===== config.mk =====
export PLATFORM = sky130hd
export DESIGN_NAME = vote_collector_flat
export DESIGN_NICKNAME = d
export VERILOG_FILES = /design/src/rtl/vote_collector_if.sv /design/src/rtl/vote_collector.sv /design/src/flat_wrapper.sv
export SDC_FILE = /design/constraint.sdc
export NUM_CORES = 1
export LEC_CHECK = 0
export ABC_AREA = 1
export CAP_MARGIN = 0
export CORE_MARGIN = 2
export CORE_UTILIZATION = 40
export CTS_CLUSTER_SIZE = 20
export DETAILED_ROUTE_END_ITERATION = 12
export PLACE_DENSITY_LB_ADDON = 0.12
export SLEW_MARGIN = 15
export SYNTH_ARGS = -nofsm -noshare
export SYNTH_HDL_FRONTEND = slang
export SYNTH_SLANG_ARGS = --single-unit

===== constraint.sdc =====
create_clock -name clk -period 5.3 [get_ports clk]
set_input_delay 1.325 -clock clk [delete_from_list [all_inputs] [get_ports clk]]
set_output_delay 1.325 -clock clk [all_outputs]
set_load 0.005 [all_outputs]

===== src/rtl/vote_collector_if.sv =====
// Ballot-in and ballot-set-out handshakes between voters, the collector and the majority evaluator.
interface vote_collector_if;
    logic       in_valid;
    logic       in_ready;
    logic [2:0] in_id;
    logic       in_ballot;
    logic       out_valid;
    logic       out_ready;
    logic [7:1] vote;
    logic [7:1] voted;
    logic [2:0] yes_count;
    logic       timed_out;
    logic       dup_err;
    logic       id_err;

    modport master (
        output in_valid, in_id, in_ballot, out_ready,
        input  in_ready, out_valid, vote, voted, yes_count, timed_out, dup_err, id_err
    );

    modport slave (
        input  in_valid, in_id, in_ballot, out_ready,
        output in_ready, out_valid, vote, voted, yes_count, timed_out, dup_err, id_err
    );
endinterface


===== src/rtl/vote_collector.sv =====
// Collects serial ballots from voters 1..7 into a parallel vote set and hands it to the
// majority evaluator once every voter has voted or the collection window closes.
module vote_collector #(
    parameter int TIMEOUT = 255,
    parameter int CNT_W   = 8
) (
    input  logic            clk,
    input  logic            rst,
    vote_collector_if.slave bus
);
    typedef enum logic [1:0] {IDLE, COLLECT, PRESENT} state_t;

    localparam logic [CNT_W-1:0] LAST = CNT_W'(TIMEOUT - 1);

    state_t           state;
    logic [CNT_W-1:0] timer;
    logic             accept;
    logic             id_ok;
    logic             dup;
    logic             fresh;
    logic [7:1]       id_bit;
    logic [7:1]       voted_next;

    // Id 0 decodes to an empty mask, so it can never mark a voter.
    function automatic logic [7:1] id_onehot(input logic [2:0] id);
        return 7'((8'd1 << id) >> 1);
    endfunction

    function automatic logic [2:0] add_yes(input logic [2:0] count, input logic ballot);
        return count + {2'b00, ballot};
    endfunction

    assign bus.in_ready  = (state != PRESENT);
    assign bus.out_valid = (state == PRESENT);

    assign accept     = bus.in_valid && bus.in_ready;
    assign id_bit     = id_onehot(bus.in_id);
    assign id_ok      = |id_bit;
    assign dup        = |(bus.voted & id_bit);
    assign fresh      = accept && id_ok && !dup;
    assign voted_next = fresh ? (bus.voted | id_bit) : bus.voted;

    always_ff @(posedge clk) begin
        if (rst) begin
            state         <= IDLE;
            timer         <= '0;
            bus.vote      <= '0;
            bus.voted     <= '0;
            bus.yes_count <= '0;
            bus.timed_out <= 1'b0;
            bus.dup_err   <= 1'b0;
            bus.id_err    <= 1'b0;
        end else begin
            bus.dup_err <= accept && id_ok && dup;
            bus.id_err  <= accept && !id_ok;

            if (fresh) begin
                bus.voted     <= voted_next;
                bus.vote      <= bus.vote | (bus.in_ballot ? id_bit : 7'b0);
                bus.yes_count <= add_yes(bus.yes_count, bus.in_ballot);
            end

            case (state)
                IDLE: begin
                    if (fresh) begin
                        timer <= '0;
                        state <= COLLECT;
                    end
                end
                COLLECT: begin
                    // A completing 7th ballot wins over a coincident expiry.
                    if (voted_next == 7'h7F) begin
                        bus.timed_out <= 1'b0;
                        state         <= PRESENT;
                    end else if (timer == LAST) begin
                        bus.timed_out <= 1'b1;
                        state         <= PRESENT;
                    end else begin
                        timer <= timer + CNT_W'(1);
                    end
                end
                PRESENT: begin
                    if (bus.out_ready) begin
                        timer         <= '0;
                        bus.vote      <= '0;
                        bus.voted     <= '0;
                        bus.yes_count <= '0;
                        bus.timed_out <= 1'b0;
                        state         <= IDLE;
                    end
                end
                default: state <= IDLE;
            endcase
        end
    end
endmodule

===== src/flat_wrapper.sv =====
// flat-port wrapper written by rule: the top's interface ports become plain ports
module vote_collector_flat 
#(
    parameter int TIMEOUT = 255,
    parameter int CNT_W   = 8
)
  (clk, rst, bus_in_valid, bus_in_id, bus_in_ballot, bus_out_ready, bus_in_ready, bus_out_valid, bus_vote, bus_voted, bus_yes_count, bus_timed_out, bus_dup_err, bus_id_err);
  vote_collector_if bus_i ();
  input  logic clk;
  input  logic rst;
  input wire logic [$bits(bus_i.in_valid)-1:0] bus_in_valid;
  input wire logic [$bits(bus_i.in_id)-1:0] bus_in_id;
  input wire logic [$bits(bus_i.in_ballot)-1:0] bus_in_ballot;
  input wire logic [$bits(bus_i.out_ready)-1:0] bus_out_ready;
  output wire logic [$bits(bus_i.in_ready)-1:0] bus_in_ready;
  output wire logic [$bits(bus_i.out_valid)-1:0] bus_out_valid;
  output wire logic [$bits(bus_i.vote)-1:0] bus_vote;
  output wire logic [$bits(bus_i.voted)-1:0] bus_voted;
  output wire logic [$bits(bus_i.yes_count)-1:0] bus_yes_count;
  output wire logic [$bits(bus_i.timed_out)-1:0] bus_timed_out;
  output wire logic [$bits(bus_i.dup_err)-1:0] bus_dup_err;
  output wire logic [$bits(bus_i.id_err)-1:0] bus_id_err;
  assign bus_i.in_valid = bus_in_valid;
  assign bus_i.in_id = bus_in_id;
  assign bus_i.in_ballot = bus_in_ballot;
  assign bus_i.out_ready = bus_out_ready;
  assign bus_in_ready = bus_i.in_ready;
  assign bus_out_valid = bus_i.out_valid;
  assign bus_vote = bus_i.vote;
  assign bus_voted = bus_i.voted;
  assign bus_yes_count = bus_i.yes_count;
  assign bus_timed_out = bus_i.timed_out;
  assign bus_dup_err = bus_i.dup_err;
  assign bus_id_err = bus_i.id_err;
  vote_collector #(.TIMEOUT(TIMEOUT), .CNT_W(CNT_W)) u_core (.clk(clk), .rst(rst), .bus(bus_i));
endmodule

==> run summary, run 1 <==
Outcome - completed
Crit path launch - bus_in_id[1]
Filler Cell Count - 407
Setup Skew - 0.00843 ns
All-layer global routing usage - 0.160
Post-CTS setup buffers - 0
Required time of the critical path - 5.47 ns
Detailed-route wire length per cell - 12.1 um
FF-to-FF path depth - 14
Layout Nets - 276
Design Area, Final - 2110 um^2
Die extent in x - 69.5 um
Final routed wirelength across all metal layers - 3720 um
Setup violators final - 0
Hold Buf Count CTS - 0
M3 GR Usage - 0.0436
Worst path bufs/invs - 2
Cell total after placement - 302
End of the worst register-to-register path - u_core.timer[2]$_SDFFE_PP0P_
Max Transition Viols Final - 0
Worst VDD drop - 0.260 mV
Clock tree from TritonCTS - yes
Multi-input gate area - 973 um^2
Count of TritonRoute iterations in the first routing pass - 4
Core region area - 4060 um^2
Total CTS buffers - 5
Clock Tree Buf Depth - 2
Sum of negative setup slack - 0 ns
Post-DP Area - 2030 um^2
Critical path launch point type - input pin
Final period utilization - 0.641
Antenna diode instance count - 0
Number of clock sinks - 30
Area taken by flip-flops and latches - 601 um^2
Synth warn - 0
F_max - 0.294 GHz
Met1 Resource Use GR - 0.230
Top-area cell type share of the netlist area - 0.350
Clock latency reported for the late side of the worst-skew pair - 0.28 ns
HPWL after detailed placement - 2780 um
Setup slack of the most critical reg-to-reg path - 2.91 ns
Unrepaired setup endpoints after global routing - no
PortBufs - 29
Synthesized Nets - 246
Number of register bits inferred by synthesis - 30
Top cell by count, worst path - nor2_2
Top delay family on crit path - simple AND/OR/NAND/NOR gates
Via count - 1523
Area growth from synthesis to layout - 23.2%
Count of nets left with antenna violations after detail routing - 0
Max stage delay on crit path - 0.67 ns
Global routing usage on met2 - 0.230
Cell-by-cell listing of the critical path - clkdlybuf4s50_1, nor3_1, nor2_2, nand3_4, nor2_1, nor2_1, nor2_2, nand3_2, nand2_4, inv_6, nor2_2, nor2_2
I/O Pins - 30
Max stage delay cell, worst path - clkdlybuf4s50_1
Endpoint arrival time on the critical path - 3.56 ns
DR DRC count - 0
Leak - 0.000864 uW
Clock transition at path regs - 0.07 ns
Critical path depth - 12
Overflow left after global routing - 0
Clock root buffer master - clkbuf_8
Final min period - 3.40 ns
DRC marker count from the first detailed-route iteration - 78
Vias per cell - 4.94
Count of placed standard cells in the final layout, fillers left out - 308
Post-synthesis cell type with the largest combined area - dfxtp_1
Antenna violations before repair - 0
Slew at the pin closest to its max-slew limit - 0.606 ns
Max Cap Viol - 0
Cell types occupying the most area after synthesis - dfxtp_1, nand2_1, nor2_2
Area enclosed by the die boundary - 4830 um^2
Average instance area after synthesis - 7.50 um^2
Endpoint type of the worst setup path - flip-flop
Class of the most critical setup path - input pin to flip-flop
Relative slew slack - 0.595
Effective utilization at floorplan - 0.423
Die span in y - 69.5 um
Final core utilization - 0.521
Most frequent cells in the layout - nand2_1, dfxtp_1, clkdlybuf4s50_1, nor2_1
Share of the yosys chip area belonging to registers - 0.350
H-Tree Depth - 2
Distinct cells, synth - 31
Most frequent standard cell in the layout excluding fill and tap cells - nand2_1
Final hold violation count - 0
Count of instances resized after the clock tree is built - 0
Share of final-layout standard cells stronger than drive strength 1 - 0.167
Timing endpoint of the critical path - u_core.timer[2]$_SDFFE_PP0P_
Grt peak-use layer - met1
Hold WC Path Type - flip-flop to flip-flop
Largest fanout on the critical path - 10
Via count of the first global-routing pass - 1422
Standard-cell rows - 23
Routability-driven placement congestion ratio - 0.793
Mapped cell area - 1720 um^2
Count of mapped cells out of synthesis - 229
Largest net degree at the start of global routing - 18
Global-route wire length before repair - 6380 um
Worst r2r src - u_core.state[0]$_SDFFE_PP0P_
Power per cell area - 438 nW/um^2
==> area by class of cell <==
cell class / count / share of cell area
Inverter: 26 / 0.0497
Multi-Input combinational cell: 167 / 0.460
Sequential cell: 30 / 0.284
Timing Repair Buffer: 29 / 0.137
Clock buffer: 6 / 0.0391
Tap cell: 50 / 0.0296
==> report_power, final <==
group          switching (uW)  leakage (uW)  internal, uW
logic                     241      0.000576           172
clock network            80.2     0.0000431          99.9
registers                56.2      0.000245           276
total                     378      0.000864           548
==> how the worst min path moves through the flow <==
| stage | start | end | slack (ns) | cells after the start |
|---|---|---|---|---|
| 3_5_place_dp | u_core.bus.vote[2]$_SDFF_PP0_ | u_core.bus.vote[2]$_SDFF_PP0_ | 0.46 | 2 |
| 3_3_place_gp | u_core.bus.vote[4]$_SDFF_PP0_ | u_core.bus.vote[4]$_SDFF_PP0_ | 0.45 | 2 |
| 6_report | u_core.bus.vote[4]$_SDFF_PP0_ | u_core.bus.vote[4]$_SDFF_PP0_ | 0.48 | 2 |
| 5_1_grt | u_core.bus.vote[3]$_SDFF_PP0_ | u_core.bus.vote[3]$_SDFF_PP0_ | 0.50 | 2 |
| 2_1_floorplan | u_core.bus.vote[7]$_SDFF_PP0_ | u_core.bus.vote[7]$_SDFF_PP0_ | 0.46 | 2 |
| 4_1_cts | u_core.bus.vote[2]$_SDFF_PP0_ | u_core.bus.vote[2]$_SDFF_PP0_ | 0.48 | 2 |
==> routing by layer <==
metal / vias up / share of wire
li1: 815 / -
met3: 6 / 0.051
met4: 0 / 0.013
met2: 34 / 0.42
met5: - / 0
met1: 668 / 0.52
==> cells by family (layout without fill, tap and decap cells) <==
family                   Yosys count  count (layout)  synth area share
adder cells (fa/ha/maj)            9               9            0.0656
AND/OR/NAND/NOR                  131             131             0.409
AO/OA/AOI/OAI                     27              27            0.0926
buffers and inverters             32              61            0.0831
flip-flops                        30              30             0.350
==> worst register-to-register path, cell delays in order, from the launching register on <==
cell and delay [ns]:
dfxtp_1 0.37, inv_1 0.10, ha_1 0.24, clkinv_1 0.09, nand2_1 0.09, nor2_2 0.35
nand3_4 0.15, nor2_1 0.15, nor2_1 0.08, nor2_2 0.14, nand3_2 0.21, nand2_4 0.14
inv_6 0.06, nor2_2 0.09, nor2_2 0.04
==> cell usage after synthesis (all sizes together) <==
cell type	instances
buf	3
o21ai	4
nor3b	1
clkbuf	3
nor3	11
o21bai	2
or2	3
nand2	37
nor4	1
dfxtp	30
and3	1
ha	9
nand3	21
clkinv	2
nand4	12
a21oi	15
nor2	44
inv	24
a31oi	6
==> state kept, by name, indices dropped and copies added (netlist names) <==
signal	cells
u_core.timer	8
u_core.bus.vote	7
u_core.bus.voted	7
u_core.bus.yes_count	3
u_core.state	2
u_core.bus.dup_err	1
u_core.bus.id_err	1
u_core.bus.timed_out	1
==> through the flow <==
stage / hold slack [ns] / total power [uW] / setup slack (ns)
2_1_floorplan: 0.460 / 644 / 2.48
3_3_place_gp: 0.451 / 749 / 1.69
3_5_place_dp: 0.459 / 750 / 1.65
4_1_cts: 0.476 / 933 / 1.92
5_1_grt: 0.497 / 1010 / 1.68
6_report: 0.475 / 925 / 1.90
No activity file was read; power rests on OpenSTA's default activity.
==> run 2: changes to the inputs <==
==> constraint.sdc (replaced) <==
create_clock -name clk -period 3.4 [get_ports clk]
set_input_delay 0.85 -clock clk [delete_from_list [all_inputs] [get_ports clk]]
set_output_delay 0.85 -clock clk [all_outputs]
set_load 0.005 [all_outputs]
==> run summary, run 2 (same netlist as run 1, synthesis figures left out) <==
Outcome - completed
Area enclosed by the die boundary - 4830 um^2 (unchanged)
F_max - 0.346 GHz
PnR worst setup slack - 0.511 ns (-1.39 ns)
Clock tree from TritonCTS - yes
Layout Nets - 276 (unchanged)
Antenna violations before repair - 0 (unchanged)
Worst VDD drop - 0.329 mV (+27%)
Class of the most critical setup path - input pin to flip-flop
Die extent in x - 69.5 um (unchanged)
Sum of negative setup slack - 0 ns (unchanged)
Filler Cell Count - 396 (-2.7%)
Cell total after placement - 302 (unchanged)
Final min period - 2.89 ns
Power per cell area - 685 nW/um^2 (+57%)
Largest fanout on the critical path - 10 (unchanged)
DR DRC count - 0 (unchanged)
Global-route wire length before repair - 6280 um (-1.5%)
Endpoint type of the worst setup path - flip-flop
Standard-cell rows - 23 (unchanged)
Count of TritonRoute iterations in the first routing pass - 4 (unchanged)
Hold WC Path Type - flip-flop to flip-flop
Endpoint of the worst hold-timing path - u_core.bus.vote[2]$_SDFF_PP0_
Via count of the first global-routing pass - 1374 (-3.4%)
Largest regs - u_core.timer: 8 flops, u_core.bus.vote: 7 flops, u_core.bus.voted: 7 flops
Clock latency reported for the late side of the worst-skew pair - 0.28 ns (about the same)
Final period utilization - 0.850
Share of final-layout standard cells stronger than drive strength 1 - 0.169 (+0.00256)
Most frequent cells in the layout - nand2_1, dfxtp_1, clkdlybuf4s50_1, nor2_1
All-layer global routing usage - 0.161 (+0.000961)
Final routed wirelength across all metal layers - 3700 um (-0.54%)
Max reg flops - 8 (unchanged)
Max Cap Viol - 0 (unchanged)
Detailed-route wire length per cell - 11.9 um (-1.2%)
Core region area - 4060 um^2 (unchanged)
FF-to-FF path depth - 14 (unchanged)
Total CTS buffers - 5 (unchanged)
Critical path launch point type - input pin
Area growth from synthesis to layout - 23.7%
Launch point of the worst hold path - u_core.bus.vote[2]$_SDFF_PP0_
Number of clock sinks - 30 (unchanged)
Clock root buffer master - clkbuf_8
Die span in y - 69.5 um (unchanged)
Required time of the critical path - 3.58 ns (-1.89 ns)
Post-DP Area - 2030 um^2 (unchanged)
End of the worst register-to-register path - u_core.timer[0]$_SDFFE_PP0P_
PortBufs - 29 (unchanged)
Clock transition at path regs - 0.07 ns (about the same)
Setup slack of the most critical reg-to-reg path - 1.03 ns (-1.88 ns)
Hold Buf Count CTS - 0 (unchanged)
Final core utilization - 0.523 (+0.00216)
DRC marker count from the first detailed-route iteration - 120 (+54%)
Design Area, Final - 2120 um^2 (+0.41%)
Worst Hold Depth - 2 (unchanged)
Antenna diode instance count - 0 (unchanged)
Endpoint arrival time on the critical path - 3.07 ns (-0.49 ns)
Slew at the pin closest to its max-slew limit - 0.589 ns (-0.0162 ns)
Pre-CTS setup slack - 0.224 ns (-1.43 ns)
HPWL after detailed placement - 2750 um (-1.2%)
Overflow left after global routing - 0 (unchanged)
Most flop-heavy register - u_core.timer
Clock Tree Buf Depth - 2 (unchanged)
Final hold violation count - 0 (unchanged)
Max Transition Viols Final - 0 (unchanged)
Count of placed standard cells in the final layout, fillers left out - 310 (+0.65%)
Setup Skew - 0.00746 ns (-0.000967 ns)
Post-CTS setup buffers - 0 (unchanged)
Count of instances resized after the clock tree is built - 0 (unchanged)
Worst r2r src - u_core.state[0]$_SDFFE_PP0P_
Most frequent standard cell in the layout excluding fill and tap cells - nand2_1
Largest net degree at the start of global routing - 18 (unchanged)
Count of nets left with antenna violations after detail routing - 0 (unchanged)
Leak - 0.000870 uW (+0.59%)
I/O Pins - 30 (unchanged)
Vias per cell - 5.00 (+1.2%)
H-Tree Depth - 2 (unchanged)
Via count - 1551 (+1.8%)
Relative slew slack - 0.606 (+0.0108)
Unrepaired setup endpoints after global routing - no
Effective utilization at floorplan - 0.423 (unchanged)
Routability-driven placement congestion ratio - 0.793 (about the same)
Setup violators final - 0 (unchanged)
==> run 2: cell count changes in the layout (fill, tap and decap cells not counted) <==
cell,change
clkinv_2,+1
clkbuf_1,+1
==> run 2: worst max-delay path by stage <==
stage | slack, ns | cells past startpoint | start | endpoint
floorplan | 1.06 | 13 | bus_in_id[0] | u_core.timer[2]$_SDFFE_PP0P_
finish | 0.51 | 12 | bus_in_id[1] | u_core.timer[0]$_SDFFE_PP0P_
CTS | 0.52 | 12 | bus_in_id[2] | u_core.timer[7]$_SDFFE_PP0P_
detailed placement | 0.22 | 12 | bus_in_id[2] | u_core.timer[7]$_SDFFE_PP0P_
global route | 0.31 | 12 | bus_in_id[1] | u_core.timer[3]$_SDFFE_PP0P_
global placement | 0.26 | 10 | bus_in_id[2] | u_core.timer[7]$_SDFFE_PP0P_
==> run 2: final cells by class <==
class / count / area [um^2] / share of cell area
Multi-Input combinational cell: 167 / 973 / 0.458
Sequential cell: 30 / 601 / 0.283
Timing Repair Buffer: 29 / 290 / 0.137
Inverter: 26 / 105 / 0.0495
Clock buffer: 7 / 86.3 / 0.0407
Tap cell: 50 / 62.6 / 0.0295
Clock inverter: 1 / 5.00 / 0.00236
==> run 2: critical path: stages <==
cell and delay, ns:
clkdlybuf4s50_1 0.66, nor3_1 0.17, nor2_2 0.33, nand3_4 0.16, nor2_1 0.15, nor2_1 0.08, nor2_2 0.14, nand3_2 0.21
nand2_4 0.13, inv_6 0.06, nor2_2 0.09, nor2_2 0.04
==> run 2: power breakdown <==
part           internal, uW  switching, uW
registers               431           85.6
logic                   267            374
clock network           163            134
total                   861            593
==> run 2: routing by layer <==
layer  GRT usage  share of wire
met1       0.233           0.52
met2       0.226           0.42
met3      0.0465          0.051
met4      0.0588          0.014
met5           0              0
==> run 2: stage by stage <==
step	hold slack (ns)	power, uW
after floorplan	0.460	1000
after global placement	0.450	1170
after detailed placement	0.464	1170
after CTS	0.479	1470
after global routing	0.501	1590
final	0.474	1450
==> run 3: changes to the inputs <==
==> constraint.sdc (replaced) <==
create_clock -name clk -period 2.7 [get_ports clk]
set_input_delay 0.675 -clock clk [delete_from_list [all_inputs] [get_ports clk]]
set_output_delay 0.675 -clock clk [all_outputs]
set_load 0.005 [all_outputs]
==> run summary, run 3 (same netlist as run 1, synthesis figures left out) <==
HPWL after detailed placement - 3060 um (+11%)
Largest fanout on the critical path - 9 (-1)
Slew at the pin closest to its max-slew limit - 0.519 ns (-0.0706 ns)
Top cell by count, worst path - nor2_2
DRC marker count from the first detailed-route iteration - 69 (-43%)
Worst slack on hold paths - 0.467 ns (-0.00742 ns)
Final routed wirelength across all metal layers - 4000 um (+8.2%)
Global-route wire length before repair - 6820 um (+8.6%)
I/O Pins - 30 (unchanged)
Most frequent standard cell in the layout excluding fill and tap cells - nand2_1
Top delay family on crit path - simple AND/OR/NAND/NOR gates
F_max - 0.396 GHz
Antenna violations before repair - 0 (unchanged)
Worst path bufs/invs - 4 (+2)
Final period utilization - 0.935
Critical path launch point type - input pin
Share of final-layout standard cells stronger than drive strength 1 - 0.256 (+0.0869)
Design Area, Final - 2340 um^2 (+10%)
Final min period - 2.52 ns
Required time of the critical path - 2.89 ns (-0.69 ns)
Timing endpoint of the critical path - u_core.timer[2]$_SDFFE_PP0P_
Antenna diode instance count - 0 (unchanged)
Number of clock sinks - 30 (unchanged)
Proportion of power drawn by combinational gates - 0.467 (+0.026)
Outcome - completed
Vias per cell - 4.90 (-2.0%)
Largest net degree at the start of global routing - 13 (-5)
Max stage delay on crit path - 0.57 ns (-0.09 ns)
Setup slack of the most critical reg-to-reg path - 0.50 ns (-0.53 ns)
Post-CTS setup buffers - 0 (unchanged)
Switching power share of the total - 0.403 (-0.00530)
Count of instances resized after the clock tree is built - 0 (unchanged)
Relative slew slack - 0.651 (+0.0448)
H-Tree Depth - 2 (unchanged)
Routability-driven placement congestion ratio - 0.788 (-0.74%)
End of the worst register-to-register path - u_core.timer[2]$_SDFFE_PP0P_
Clock root buffer master - clkbuf_8
Sum of negative setup slack - 0 ns (unchanged)
DR DRC count - 0 (unchanged)
Count of nets left with antenna violations after detail routing - 0 (unchanged)
Largest regs - u_core.timer: 8 flops, u_core.bus.vote: 7 flops, u_core.bus.voted: 7 flops
Clock group share of total power - 0.195 (-0.009)
Max Cap Viol - 0 (unchanged)
Count of TritonRoute iterations in the first routing pass - 4 (unchanged)
Detailed-route wire length per cell - 11.9 um (+0.12%)
Area enclosed by the die boundary - 4830 um^2 (unchanged)
Effective utilization at floorplan - 0.423 (unchanged)
Core region area - 4060 um^2 (unchanged)
Critical path depth - 15 (+3)
Standard-cell rows - 23 (unchanged)
Unrepaired setup endpoints after global routing - no
Max stage delay cell, worst path - clkdlybuf4s50_1
Clock tree from TritonCTS - yes
Endpoint type of the worst setup path - flip-flop
Crit path launch - bus_in_id[2]
Setup Skew - 0.00739 ns (-0.0000746 ns)
Cell-by-cell listing of the critical path - clkdlybuf4s50_1, buf_4, inv_4, nand4_1, nand2_2, nor2_8, nand3_4, nor2_1, nor2_1, nor2_2, nand3_4, nand2_4, inv_6, nor2_2, nor2_2
PortBufs - 29 (unchanged)
Total net switching power - 772 uW (+30%)
All-layer global routing usage - 0.175 (+0.0140)
Post-DP Area - 2220 um^2 (+9.2%)
Hold Buf Count CTS - 0 (unchanged)
Pint - 1150 uW (+33%)
Overflow left after global routing - 0 (unchanged)
Power per cell area - 820 nW/um^2 (+20%)
Most flop-heavy register - u_core.timer
Sequential group share of total power - 0.337 (-0.018)
Max reg flops - 8 (unchanged)
Clock Tree Buf Depth - 2 (unchanged)
Via count of the first global-routing pass - 1533 (+12%)
Worst VDD drop - 0.477 mV (+45%)
Worst Hold Depth - 2 (unchanged)
Layout Nets - 301 (+9.1%)
Leak - 0.00101 uW (+16%)
Via count - 1642 (+5.9%)
Clock latency reported for the late side of the worst-skew pair - 0.28 ns (about the same)
Area growth from synthesis to layout - 36.2%
Final hold violation count - 0 (unchanged)
Max Transition Viols Final - 0 (unchanged)
Overall Power - 1920 uW (+32%)
Endpoint arrival time on the critical path - 2.71 ns (-0.36 ns)
Class of the most critical setup path - input pin to flip-flop
Hold WC Path Type - flip-flop to flip-flop
Setup violators final - 0 (unchanged)
Worst r2r src - u_core.state[0]$_SDFFE_PP0P_
Filler Cell Count - 405 (+2.3%)
Total CTS buffers - 5 (unchanged)
Most frequent cells in the layout - nand2_1, dfxtp_1, clkdlybuf4s50_1, buf_4, nor2_1
Die extent in x - 69.5 um (unchanged)
Clock transition at path regs - 0.07 ns (about the same)
Die span in y - 69.5 um (unchanged)
FF-to-FF path depth - 15 (+1)
## run 3: cell count changes in the layout (fill, tap and decap cells not counted), sizes merged
cell           change
dlymetal6s2s       +2
clkdlybuf4s50      -2
buf               +25
## run 3: worst reg2reg max path: stages (launching register included)
cell      delay, ns
dfxtp_1        0.38
inv_1          0.10
ha_1           0.23
clkinv_1       0.09
nand2_1        0.10
nor2_2         0.12
buf_4          0.16
nand3_4        0.10
nor2_1         0.14
nor2_1         0.08
nor2_2         0.15
nand3_4        0.15
nand2_4        0.11
inv_6          0.05
nor2_2         0.09
nor2_2         0.04
## run 3: per-stage QoR
stage	std cells	utilization	setup slack (ns)
final	335	0.576	0.177
after global routing	335	0.576	0.00124
after CTS	335	0.570	0.107
after detailed placement	327	0.547	-0.177
after global placement	327	0.547	-0.182
after floorplan	229	-	0.532
## run 3: worst min path at each step
stage	startpoint	to
after floorplan	u_core.bus.vote[7]$_SDFF_PP0_	u_core.bus.vote[7]$_SDFF_PP0_
after global placement	u_core.bus.vote[1]$_SDFF_PP0_	u_core.bus.vote[1]$_SDFF_PP0_
after detailed placement	u_core.bus.vote[3]$_SDFF_PP0_	u_core.bus.vote[3]$_SDFF_PP0_
after CTS	u_core.bus.vote[3]$_SDFF_PP0_	u_core.bus.vote[3]$_SDFF_PP0_
after global routing	u_core.bus.vote[6]$_SDFF_PP0_	u_core.bus.vote[6]$_SDFF_PP0_
final	u_core.bus.vote[3]$_SDFF_PP0_	u_core.bus.vote[3]$_SDFF_PP0_
## run 3: cell type report
type	instances	area (um^2)	area share
Clock inverter	1	5.00	0.00214
Clock buffer	7	86.3	0.0369
Timing Repair Buffer	54	483	0.207
Sequential cell	30	601	0.257
Multi-Input combinational cell	167	996	0.426
Inverter	26	105	0.0449
Tap cell	50	62.6	0.0268
## run 3: power groups by stage
stage | clock, uW | combinational [uW] | sequential [uW]
2_1_floorplan | 0 | 629 | 636
3_3_place_gp | 0 | 879 | 659
3_5_place_dp | 0 | 892 | 656
4_1_cts | 386 | 897 | 647
5_1_grt | 404 | 1020 | 662
6_report | 375 | 896 | 647
## run 3: per-layer routing
layer,up-vias,wire length [um],GRT usage
met1,734,2070,0.245
met2,29,1700,0.255
li1,874,-,-
met3,5,164,0.0465
met5,-,0,0
met4,0,68,0.0719
